==> src/rtl/pim_vec_sequencer.sv <==
// ---------------------------------------------------------------------------
// pim_vec_sequencer
//
// Upstream controller for the PIM floating-point execution unit. Accepts one
// vector job (op, A base, B base, DST base, length) and, per element, reads
// A[i] and B[i] from the local page SRAM, launches one ALU operation, waits
// for the result and writes it to DST[i]. Only ADD (5'b10000) and MUL
// (5'b10010) are accepted. Any other op ends the job with err = 1.
//
// Handshake: a job is accepted on a rising clk edge where req_valid and
// req_ready are both 1. req_ready is 1 exactly when the sequencer is idle.
// The req_* fields are sampled only in that accepting cycle.
//
// Ports
//   clk, rst_n          clock, asynchronous active-low reset
//   req_valid/ready     job request handshake
//   req_op              ALU command used for every element of the job
//   req_src_a/b, dst    vector base word addresses (wrap modulo 2^ADDR_W)
//   req_len             element count (0 allowed)
//   mem_rd_*            SRAM read port (data returns one cycle after rd_en)
//   mem_wr_*            SRAM write port
//   alu_cmd/data1/data2 command and operands to the execution unit
//   alu_result(_valid)  result from the execution unit (1-cycle valid pulse)
//   busy                a job is in progress
//   done, err           1-cycle job-end pulse; err qualifies done
//   dbg_state           current FSM state, for observation only
// ---------------------------------------------------------------------------
module pim_vec_sequencer #(
    parameter int ADDR_W  = 10,
    parameter int LEN_W   = 10,
    parameter int DATA_W  = 32,
    parameter int TIMEOUT = 255
) (
    input  logic              clk,
    input  logic              rst_n,
    input  logic              req_valid,
    output logic              req_ready,
    input  logic [4:0]        req_op,
    input  logic [ADDR_W-1:0] req_src_a,
    input  logic [ADDR_W-1:0] req_src_b,
    input  logic [ADDR_W-1:0] req_dst,
    input  logic [LEN_W-1:0]  req_len,
    output logic              mem_rd_en,
    output logic [ADDR_W-1:0] mem_rd_addr,
    input  logic [DATA_W-1:0] mem_rd_data,
    output logic              mem_wr_en,
    output logic [ADDR_W-1:0] mem_wr_addr,
    output logic [DATA_W-1:0] mem_wr_data,
    output logic [4:0]        alu_cmd,
    output logic [DATA_W-1:0] alu_data1,
    output logic [DATA_W-1:0] alu_data2,
    input  logic [DATA_W-1:0] alu_result,
    input  logic              alu_result_valid,
    output logic              busy,
    output logic              done,
    output logic              err,
    output logic [2:0]        dbg_state
);

    localparam logic [4:0] OP_ADD = 5'b10000;
    localparam logic [4:0] OP_MUL = 5'b10010;
    localparam int         CNT_W  = $clog2(TIMEOUT + 1);

    typedef enum logic [2:0] {
        S_IDLE = 3'd0,
        S_RD_A = 3'd1,
        S_RD_B = 3'd2,
        S_LOAD = 3'd3,
        S_EXEC = 3'd4,
        S_WB   = 3'd5,
        S_FIN  = 3'd6
    } state_t;

    state_t            state, state_d;
    logic              err_q, err_d;
    logic [4:0]        op_q;
    logic [ADDR_W-1:0] src_a_q, src_b_q, dst_q;
    logic [LEN_W-1:0]  len_q, idx_q;
    logic [CNT_W-1:0]  tmo_q;
    logic              op_ok;
    logic              last_elem;
    logic              tmo_hit;

    assign op_ok     = (req_op == OP_ADD) || (req_op == OP_MUL);
    assign last_elem = ((idx_q + LEN_W'(1)) == len_q);
    assign tmo_hit   = (tmo_q == CNT_W'(TIMEOUT - 1));

    // State register
    always_ff @(posedge clk or negedge rst_n) begin
        if (!rst_n) begin
            state <= S_IDLE;
        end else begin
            state <= state_d;
        end
    end

    // Next-state and state-decoded outputs
    always_comb begin
        state_d     = state;
        err_d       = err_q;
        req_ready   = 1'b0;
        mem_rd_en   = 1'b0;
        mem_rd_addr = src_a_q + ADDR_W'(idx_q);
        alu_cmd     = 5'b0;
        done        = 1'b0;
        case (state)
            S_IDLE: begin
                req_ready = 1'b1;
                if (req_valid) begin
                    if (!op_ok) begin
                        state_d = S_FIN;
                        err_d   = 1'b1;
                    end else if (req_len == '0) begin
                        state_d = S_FIN;
                        err_d   = 1'b0;
                    end else begin
                        state_d = S_RD_A;
                        err_d   = 1'b0;
                    end
                end
            end
            S_RD_A: begin
                mem_rd_en = 1'b1;
                state_d   = S_RD_B;
            end
            S_RD_B: begin
                mem_rd_en   = 1'b1;
                mem_rd_addr = src_b_q + ADDR_W'(idx_q);
                state_d     = S_LOAD;
            end
            S_LOAD: begin
                state_d = S_EXEC;
            end
            S_EXEC: begin
                // The exec unit starts on the 0 -> non-zero edge of alu_cmd;
                // the command is held for the whole wait.
                alu_cmd = op_q;
                if (alu_result_valid) begin
                    state_d = S_WB;
                end else if (tmo_hit) begin
                    state_d = S_FIN;
                    err_d   = 1'b1;
                end
            end
            S_WB: begin
                // alu_cmd is 0 here, giving the zero gap before the next launch.
                state_d = last_elem ? S_FIN : S_RD_A;
            end
            S_FIN: begin
                done    = 1'b1;
                state_d = S_IDLE;
            end
            default: begin
                state_d = S_IDLE;
            end
        endcase
    end

    assign busy      = (state != S_IDLE);
    assign err       = done & err_q;
    assign dbg_state = state;

    // Job registers and datapath
    always_ff @(posedge clk or negedge rst_n) begin
        if (!rst_n) begin
            err_q       <= 1'b0;
            op_q        <= '0;
            src_a_q     <= '0;
            src_b_q     <= '0;
            dst_q       <= '0;
            len_q       <= '0;
            idx_q       <= '0;
            tmo_q       <= '0;
            alu_data1   <= '0;
            alu_data2   <= '0;
            mem_wr_en   <= 1'b0;
            mem_wr_addr <= '0;
            mem_wr_data <= '0;
        end else begin
            err_q     <= err_d;
            mem_wr_en <= 1'b0;
            tmo_q     <= (state == S_EXEC) ? tmo_q + CNT_W'(1) : '0;
            case (state)
                S_IDLE: begin
                    if (req_valid) begin
                        op_q    <= req_op;
                        src_a_q <= req_src_a;
                        src_b_q <= req_src_b;
                        dst_q   <= req_dst;
                        len_q   <= req_len;
                        idx_q   <= '0;
                    end
                end
                S_RD_B: alu_data1 <= mem_rd_data;
                S_LOAD: alu_data2 <= mem_rd_data;
                S_EXEC: begin
                    // Write is issued during WB, so it never overlaps a read.
                    if (alu_result_valid) begin
                        mem_wr_en   <= 1'b1;
                        mem_wr_addr <= dst_q + ADDR_W'(idx_q);
                        mem_wr_data <= alu_result;
                    end
                end
                S_WB: idx_q <= idx_q + LEN_W'(1);
                default: ;
            endcase
        end
    end

endmodule

==> config.mk <==
export PLATFORM = sky130hd
export DESIGN_NAME = pim_vec_sequencer
export DESIGN_NICKNAME = d
export VERILOG_FILES = /design/src/rtl/pim_vec_sequencer.sv
export SDC_FILE = /design/constraint.sdc
export NUM_CORES = 1
export LEC_CHECK = 0
export ABC_AREA = 1
export CAP_MARGIN = 10
export CORE_MARGIN = 4
export CORE_UTILIZATION = 47
export DETAILED_ROUTE_END_ITERATION = 12
export GPL_TIMING_DRIVEN = 0
export PLACE_DENSITY = 0.88
export SLEW_MARGIN = 20
export SYNTH_ARGS = -nofsm -noshare
export SYNTH_HDL_FRONTEND = slang
export SYNTH_SLANG_ARGS = --single-unit
export TNS_END_PERCENT = 1
==> constraint.sdc <==
create_clock -name clk -period 4.2 [get_ports clk]
set_clock_uncertainty 0.15 [all_clocks]
set_input_delay 0.84 -clock clk [delete_from_list [all_inputs] [get_ports clk]]
set_output_delay 0.84 -clock clk [all_outputs]
set_load 0.01 [all_outputs]
## Word level (Yosys, flattened, before mapping)

Index checks and enable logic that the tools add are counted.

| cells by class | value |
|---|---|
| multiplexer cells | 22 |
| bitwise logic cells | 1 |
| reductions and logical operators | 12 |
| equality and inequality tests | 14 |
| add/subtract/negate cells | 5 |

Operator list:

| kind | number |
|---|---|
| $add 10x10->10 | 3 |
| $mux 10 | 2 |
| $pmux 10 s2 | 1 |
| $mux 3 | 6 |
| $pmux 3 s6 | 1 |
| $add 10x1->10 const B | 1 |
| $eq 10x10->1 | 1 |
| $eq 5x5->1 const B | 2 |
| $logic_not 10->1 | 1 |
| $eq 3x3->1 const B | 3 |
| $mux 1 | 9 |
| $add 8x1->8 const B | 1 |
| $eq 8x8->1 const B | 1 |
| $mux 8 | 1 |
| $reduce_and 2->1 | 4 |
| $eq 3x2->1 const B | 2 |
| $ne 2x2->1 const B | 3 |
| $mux 5 | 1 |
| $reduce_and 4->1 | 1 |
| $reduce_bool 2->1 | 2 |
| $eq 3x1->1 const B | 1 |
| $logic_not 3->1 | 1 |
| $ne 3x3->1 const B | 1 |
| $reduce_bool 3->1 | 1 |
| 4 further kinds | 4 |

| storage, ports and cells | value |
|---|---|
| logic and storage cells | 68 |
| input port bits | 113 |
| output and inout bits | 130 |
| bits in registers | 174 |

## Logic depth before layout (Yosys ltp)

Gate-level depths: netlist (run 1).

| logic depth | value |
|---|---|
| word-level depth | 5 |
| gate-level depth with buffers | 14 |
| gate-level depth less buffers | 14 |

## Least setup slack after synthesis (run 1)

OpenSTA, ideal clock, no wires.

| path | value |
|---|---|
| kind | flip-flop to output port |
| from | reg state[0], in the netlist dbg_state[0] |
| to | out mem_rd_addr[8] |
| path slack | 0.577 ns |
| path buffers | 2 |
| data required time | 3.210 ns |
| arrival time | 2.633 ns |
| cell stages (with the launch flop) | 13 |
| cells stage by stage | dfrtp_1 -> inv_1 -> nand3_1 -> buf_2 -> clkbuf_1 -> o21ai_0 -> ha_1 -> inv_1 -> fa_1 -> o21ai_0 -> nand4_1 -> o211ai_1 -> xor2_1 |

| on the way | value |
|---|---|
| longest elaborated chain between the ends | 2 |

RTL lines:

| element | line | text |
|---|---|---|
| start: declaration | 74 | `state_t state, state_d;` |
| start signal: assignment | 93 | `state <= state_d;` |
| $eq 3x2->1 | 106 | `case (state)` |
| $mux 10 | 106 |  |
| end: declaration | 44 | `output logic [ADDR_W-1:0] mem_rd_addr,` |

Every way passes these cells.

## Final worst setup path (run 1)

| path | value |
|---|---|
| from | reg state[2], in the netlist dbg_state[2] |
| to | out mem_rd_addr[8] |

The elaborated chain is that of the path after synthesis.

==> results of run 1 <==
-- what timing repair did --
item / 4_1_cts / 5_1_grt
setup buffers: 1 / 0
endpoints found under the setup margin: 9 / 7
resized for setup: 31 / 17
pin swaps: 2 / 4
-- logic make-up (layout without fill, tap and decap cells) --
group	after synthesis	after routing	share of synthesized area, %
and+or+nand+nor	435	435	23.1
buffers and inverters	135	410	6.60
DFF	174	174	54.2
AOI/OAI and AO/OA	157	157	10.1
adders and majority gates	23	23	3.77
muxes	1	1	0.124
xor gates and xnor gates	19	19	2.07
-- registers in the layout (all words and copies together), names as in the netlist --
name / count
alu_data1: 32
idx_q: 10
mem_wr_en: 1
alu_data2: 32
err_q: 1
dbg_state: 3
len_q: 10
tmo_q: 8
dst_q: 10
src_b_q: 10
src_a_q: 10
mem_wr_data: 32
mem_wr_addr: 10
op_q: 5
-- area by class of cell --
class / instances / share of cell area (%)
Buffer: 34 / 1.44
Clock buffer: 23 / 4.28
Clock inverter: 8 / 0.527
Inverter: 101 / 3.37
Multi-Input combinational cell: 635 / 28.3
Sequential cell: 174 / 38.2
Tap cell: 220 / 2.41
Timing Repair Buffer: 244 / 21.5
-- metrics by stage --
| step | cells | hold WS [ps] | total power, W |
|---|---|---|---|
| final | 1439 | 284 | 0.00816 |
| after global routing | 1439 | 342 | 0.00873 |
| after CTS | 1439 | 320 | 0.00818 |
| after detailed placement | 1407 | 309 | 0.00670 |
| after global placement | 1406 | 304 | 0.00657 |
| after floorplan | 944 | 291 | 0.00467 |
-- power by group --
group	total (W)	internal, W	switching [W]
clock	0.00146	0.000818	0.000642
sequential	0.00285	0.00241	0.000434
combinational	0.00385	0.00183	0.00202
-- layout by cell type (no fill, tap or decap), types with 2 or more instances in the layout --
master / count
nand4_1: 4
buf_2: 12
nor4_1: 2
dlygate4sd2_1: 3
inv_4: 2
nand2_4: 2
ha_1: 20
clkinv_2: 2
o21ai_2: 4
dfrtp_1: 173
nor2_4: 5
and3_1: 2
o21ai_0: 111
nor2_2: 3
a21oi_1: 22
nand3_2: 5
nor3_1: 6
xor2_1: 13
o22ai_1: 7
o21ai_1: 2
nand3_1: 24
inv_2: 5
clkinvlp_4: 2
clkbuf_1: 20
o211ai_1: 2
xnor2_1: 5
nand2_2: 14
buf_4: 6
clkbuf_16: 17
nor2_1: 29
nand2_1: 332
a21o_1: 2
clkbuf_8: 4
inv_1: 94
clkinv_4: 4
clkdlybuf4s50_1: 234
a21oi_2: 2
-- per-layer routing --
| metal | routed length [um] | share of wire (%) | vias up |
|---|---|---|---|
| met5 | 8 | 0.035 | - |
| met4 | 845 | 3.7 | 2 |
| met3 | 1530 | 6.6 | 64 |
| met2 | 11000 | 48 | 278 |
| met1 | 9740 | 42 | 3432 |
| li1 | - | - | 3511 |
-- worst paths after layout --
path	endpoint	from	cells after the start	slack, ps
max	mem_rd_addr[8]	dbg_state[2]	13	90
max in group asynchronous	idx_q[8]	rst_n	2	2740
min reg2reg	src_a_q[3]	src_a_q[3]	2	320
min in group clk	src_a_q[3]	src_a_q[3]	2	320
max reg2reg	mem_wr_addr[6]	idx_q[0]	11	1990
min	alu_data1[8]	rst_n	1	280
==> impl_metrics.ini, run 1 <==
[outcome]
status = complete, no violations

[logic_synthesis]
ys_async_sr_fraction_pct = 100
synth_top_area_share_pct = 54.2
netlist_instances = 944
synth_area_leaders = dfrtp_1 (54%), nand2_1 (15%), o21ai_0 (7.3%)
ys_seq_area_share_pct = 54.2
synth_ff_type = dfrtp_1
synth_seq_cells = 174
synth_area_per_cell_um2 = 8.52
yosysMostFrequentCell = nand2_1
synthesis.area_mm2 = 0.00804
synth_edf_count = 0
ys_warn_count = 0
ys_top_cells_by_count = nand2_1 (332), dfrtp_1 (174), o21ai_0 (117)
synth_nets = 1080
synth_cell_type_count = 37
synth_top_area_cell = dfrtp_1

[global_routing]
grt_use_met3_pct = 5.90
grt_max_degree = 98
busiest_layer = met2
use_met2_pct = 39.5
grt_pass1_vias = 7255
grt_pass1_wl_um = 37200
met1_usage_pct = 30.8
grt_use_total_pct = 23.9
grt_antenna_before_repair = 1
grt.overflow.total = 0

[placed_design]
place_ws_ps = -694
dp_hpwl_um = 17300
placed_area_mm2 = 0.0108
port_buffers = 242
gp_congestion = 0.903

[die]
rows = 47
start_util_pct = 48.1
coreArea_mm2 = 0.0167
dieArea_mm2 = 0.0193
die_h_um = 139
dieWidth_um = 139
io_pins = 243

[sta]
tightestPinTransition_ps = 721
period_share_pct = 98.0
fmax_mhz = 243
slew_violations = 0
finalHoldViolCount = 0
setup_viol = 0
rsz0062_at_grt = yes
setup_ws_ps = 85.4
max-slew-margin-rel_pct = 51.9
finalSetupTns_ps = 0
fin_crit_ps = 4110

[cts]
clockBufferDepth = 2
cts_sinks = 174
clk_latency_ps = 420
cts_tree = built
clk_pin_slew_ps = 70
h-tree-depth = 4
hold_buffers = 0
cts_buffers = 17
root_buffer = clkbuf_16

[critical_path]
end_kind = output pin
crit_buf_inv = 5
cp_slowest_cell = dfrtp_1
crit_path_max_fanout = 10
cp.arrival_ps = 3120
path_class = flip-flop to output pin
crit_path_cell_trace = inv_4, nand3_4, buf_6, buf_4, o21ai_2, ha_2, inv_1, fa_2, o21ai_4, nand4_1, o211ai_1, xor2_1, buf_2
critPathMaxStageDelay_ps = 420
cp.required_ps = 3210
crit_family = buffers and inverters
critPathLaunchType = flip-flop

[finish]
seq_area_mm2 = 0.00436
drive_above_1_share_pct = 8.61
post-route-util_pct = 68.3
multiInputGateArea_mm2 = 0.00323
finalInstanceArea_mm2 = 0.0114
fin_nets = 1343
area_growth_syn_to_layout_pct = 41.8
n_antenna_cell = 0
nFillCells = 1305

[route]
drt_iter0_drc = 463
drc_errors = 0
via_per_inst = 5.06
antenna_left = 0
wl_um = 23100
vias = 7287
dr.pass1.iters = 5
wl_per_cell_um = 16.1

[power]
peakVddDrop_uv = 422
power_leakage_nw = 5.52
power.density_mw_per_mm2 = 716

[flow_run]
maxCapViolations = 0

[min_path]
worstHoldPathType = primary input to asynchronous set/reset pin
(Power assumes the default switching activity.)
==> inputs of run 2 (changes only) <==
GPL_ROUTABILITY_DRIVEN = 0   (was default)
MAX_ROUTING_LAYER = met4   (was default)
==> impl_metrics.ini, run 2 (synthesized netlist as in run 1, its figures left out) <==
[power]
power.density_mw_per_mm2 = 725
peakVddDrop_uv = 435
pwr-share-seq_pct = 34.2
pwr-share-comb_pct = 47.0
p_total_w = 0.00834
p_sw_share_pct = 38.1
p_switching_w = 0.00318
pwr-share-clk_pct = 18.8
power_leakage_nw = 5.55
intPower_w = 0.00516

[cts]
h-tree-depth = 4
clk_pin_slew_ps = 70
root_buffer = clkbuf_16
cts_sinks = 174
cts_tree = built
cts_buffers = 17
clockBufferDepth = 2
clk_latency_ps = 420

[global_routing]
grt_use_total_pct = 25.1
grt_antenna_before_repair = 5
grt_pass1_vias = 7530
grt_max_degree = 67
grt.overflow.total = 0
grt_pass1_wl_um = 37900

[finish]
drive_above_1_share_pct = 8.97
area_growth_syn_to_layout_pct = 43.1
finalInstanceArea_mm2 = 0.0115
nFillCells = 1299
multiInputGateArea_mm2 = 0.00321
reg_top3 = alu_data1: 32 flops, alu_data2: 32 flops, mem_wr_data: 32 flops
final_common_cell = nand2_1
final_cell_mix = nand2_1 (332), clkdlybuf4s50_1 (235), dfrtp_1 (172)
post-route-util_pct = 68.9
fin_nets = 1350
seq_area_mm2 = 0.00436

[critical_path]
crit_path_cell_trace = inv_4, nand3_4, buf_4, o21ai_2, ha_2, inv_1, fa_2, o21ai_4, nand4_1, o211ai_1, xor2_1, buf_2
critPathMaxStageDelay_ps = 430
r2r-end = mem_wr_addr[6]
timing.rr.start = idx_q[0]
crit_path_max_fanout = 10
reg2reg_depth = 11
r2r_slack_ps = 1870
end_kind = output pin
cp.arrival_ps = 2990
crit_path_end = mem_rd_addr[8]
crit_buf_inv = 4
crit_cells = 12
critPathLaunchType = flip-flop
startpoint = dbg_state[2]
cp_slowest_cell = dfrtp_1
crit_family = adder cells
cp.required_ps = 3210
path_class = flip-flop to output pin

[route]
dr.pass1.iters = 7
drc_errors = 0
vias = 7418
wl_um = 23700
wl_per_cell_um = 16.3
via_per_inst = 5.11
antenna_left = 0
drt_iter0_drc = 506

[sta]
finalHoldViolCount = 0
slew_violations = 0
rsz0062_at_grt = no
setup_viol = 0
hold_slack_ps = 170
max-slew-margin-rel_pct = 62.8
tightestPinTransition_ps = 558
fin_crit_ps = 3980
finalSetupTns_ps = 0
fmax_mhz = 251
period_share_pct = 94.8

[placed_design]
port_buffers = 242
placed_area_mm2 = 0.0108
dp_hpwl_um = 17700

[die]
start_util_pct = 48.1
dieWidth_um = 139
die_h_um = 139
coreArea_mm2 = 0.0167
io_pins = 243
rows = 47
dieArea_mm2 = 0.0193

[min_path]
worstHoldPathType = primary input to asynchronous set/reset pin

[flow_run]
maxCapViolations = 0

[outcome]
status = complete, no violations
[run 2: cell count changes in the layout (fill, tap and decap cells not counted), moves of 2 or more]
cell and change:
inv_6 +4, clkbuf_8 -4, diode_2 +5, clkbuf_1 -2
bufinv_16 +2, buf_4 +6
[run 2: area by class of cell]
class,count,area share (%)
well taps,220,2.39
multi-input cells,635,27.9
repair buffers,252,22.0
clock buffers,17,3.70
inverters,101,3.32
plain buffers,33,1.33
diodes,5,0.109
clock inverters,14,1.39
flip-flops and latches,174,37.9
[run 2: power by group through the flow]
stage	clock [W]	combinational [W]	sequential (W)
2_1_floorplan	0	0.00164	0.00303
6_report	0.00157	0.00392	0.00285
4_1_cts	0.00160	0.00390	0.00285
5_1_grt	0.00167	0.00428	0.00293
3_5_place_dp	0	0.00386	0.00286
3_3_place_gp	0	0.00374	0.00283
[run 2: what timing repair did]
action	CTS	global route
endpoints found under the setup margin	9	7
buffers inserted	0	8
gates resized for setup	31	9
pin swaps	2	3
endpoints found under the hold margin	0	0
hold buffers	0	0
[run 2: worst min-delay path by stage]
stage                     startpoint           end  depth (start not counted)
after floorplan           src_b_q[9]    src_b_q[9]                          2
after global placement    src_a_q[8]    src_a_q[8]                          2
after detailed placement  src_b_q[9]    src_b_q[9]                          2
after CTS                      rst_n  alu_data1[8]                          1
after global routing           rst_n  alu_data1[8]                          1
final                          rst_n  alu_data1[8]                          1
[run 2: routing by layer]
metal  vias up  global-route usage [%]  share of wire [%]
met2       304                    40.7                 49
met5         -                       -                  0
met3        66                    4.76                5.9
met4         0                    11.6                4.0
li1       3541                       -                  -
met1      3507                    30.6                 41
[run 2: stage by stage]
stage                     setup slack [ps]  cells
after detailed placement              -829   1408
final                                  219   1451
after CTS                             -155   1439
after global routing                   110   1451
after floorplan                        577    944
after global placement               -4860   1406
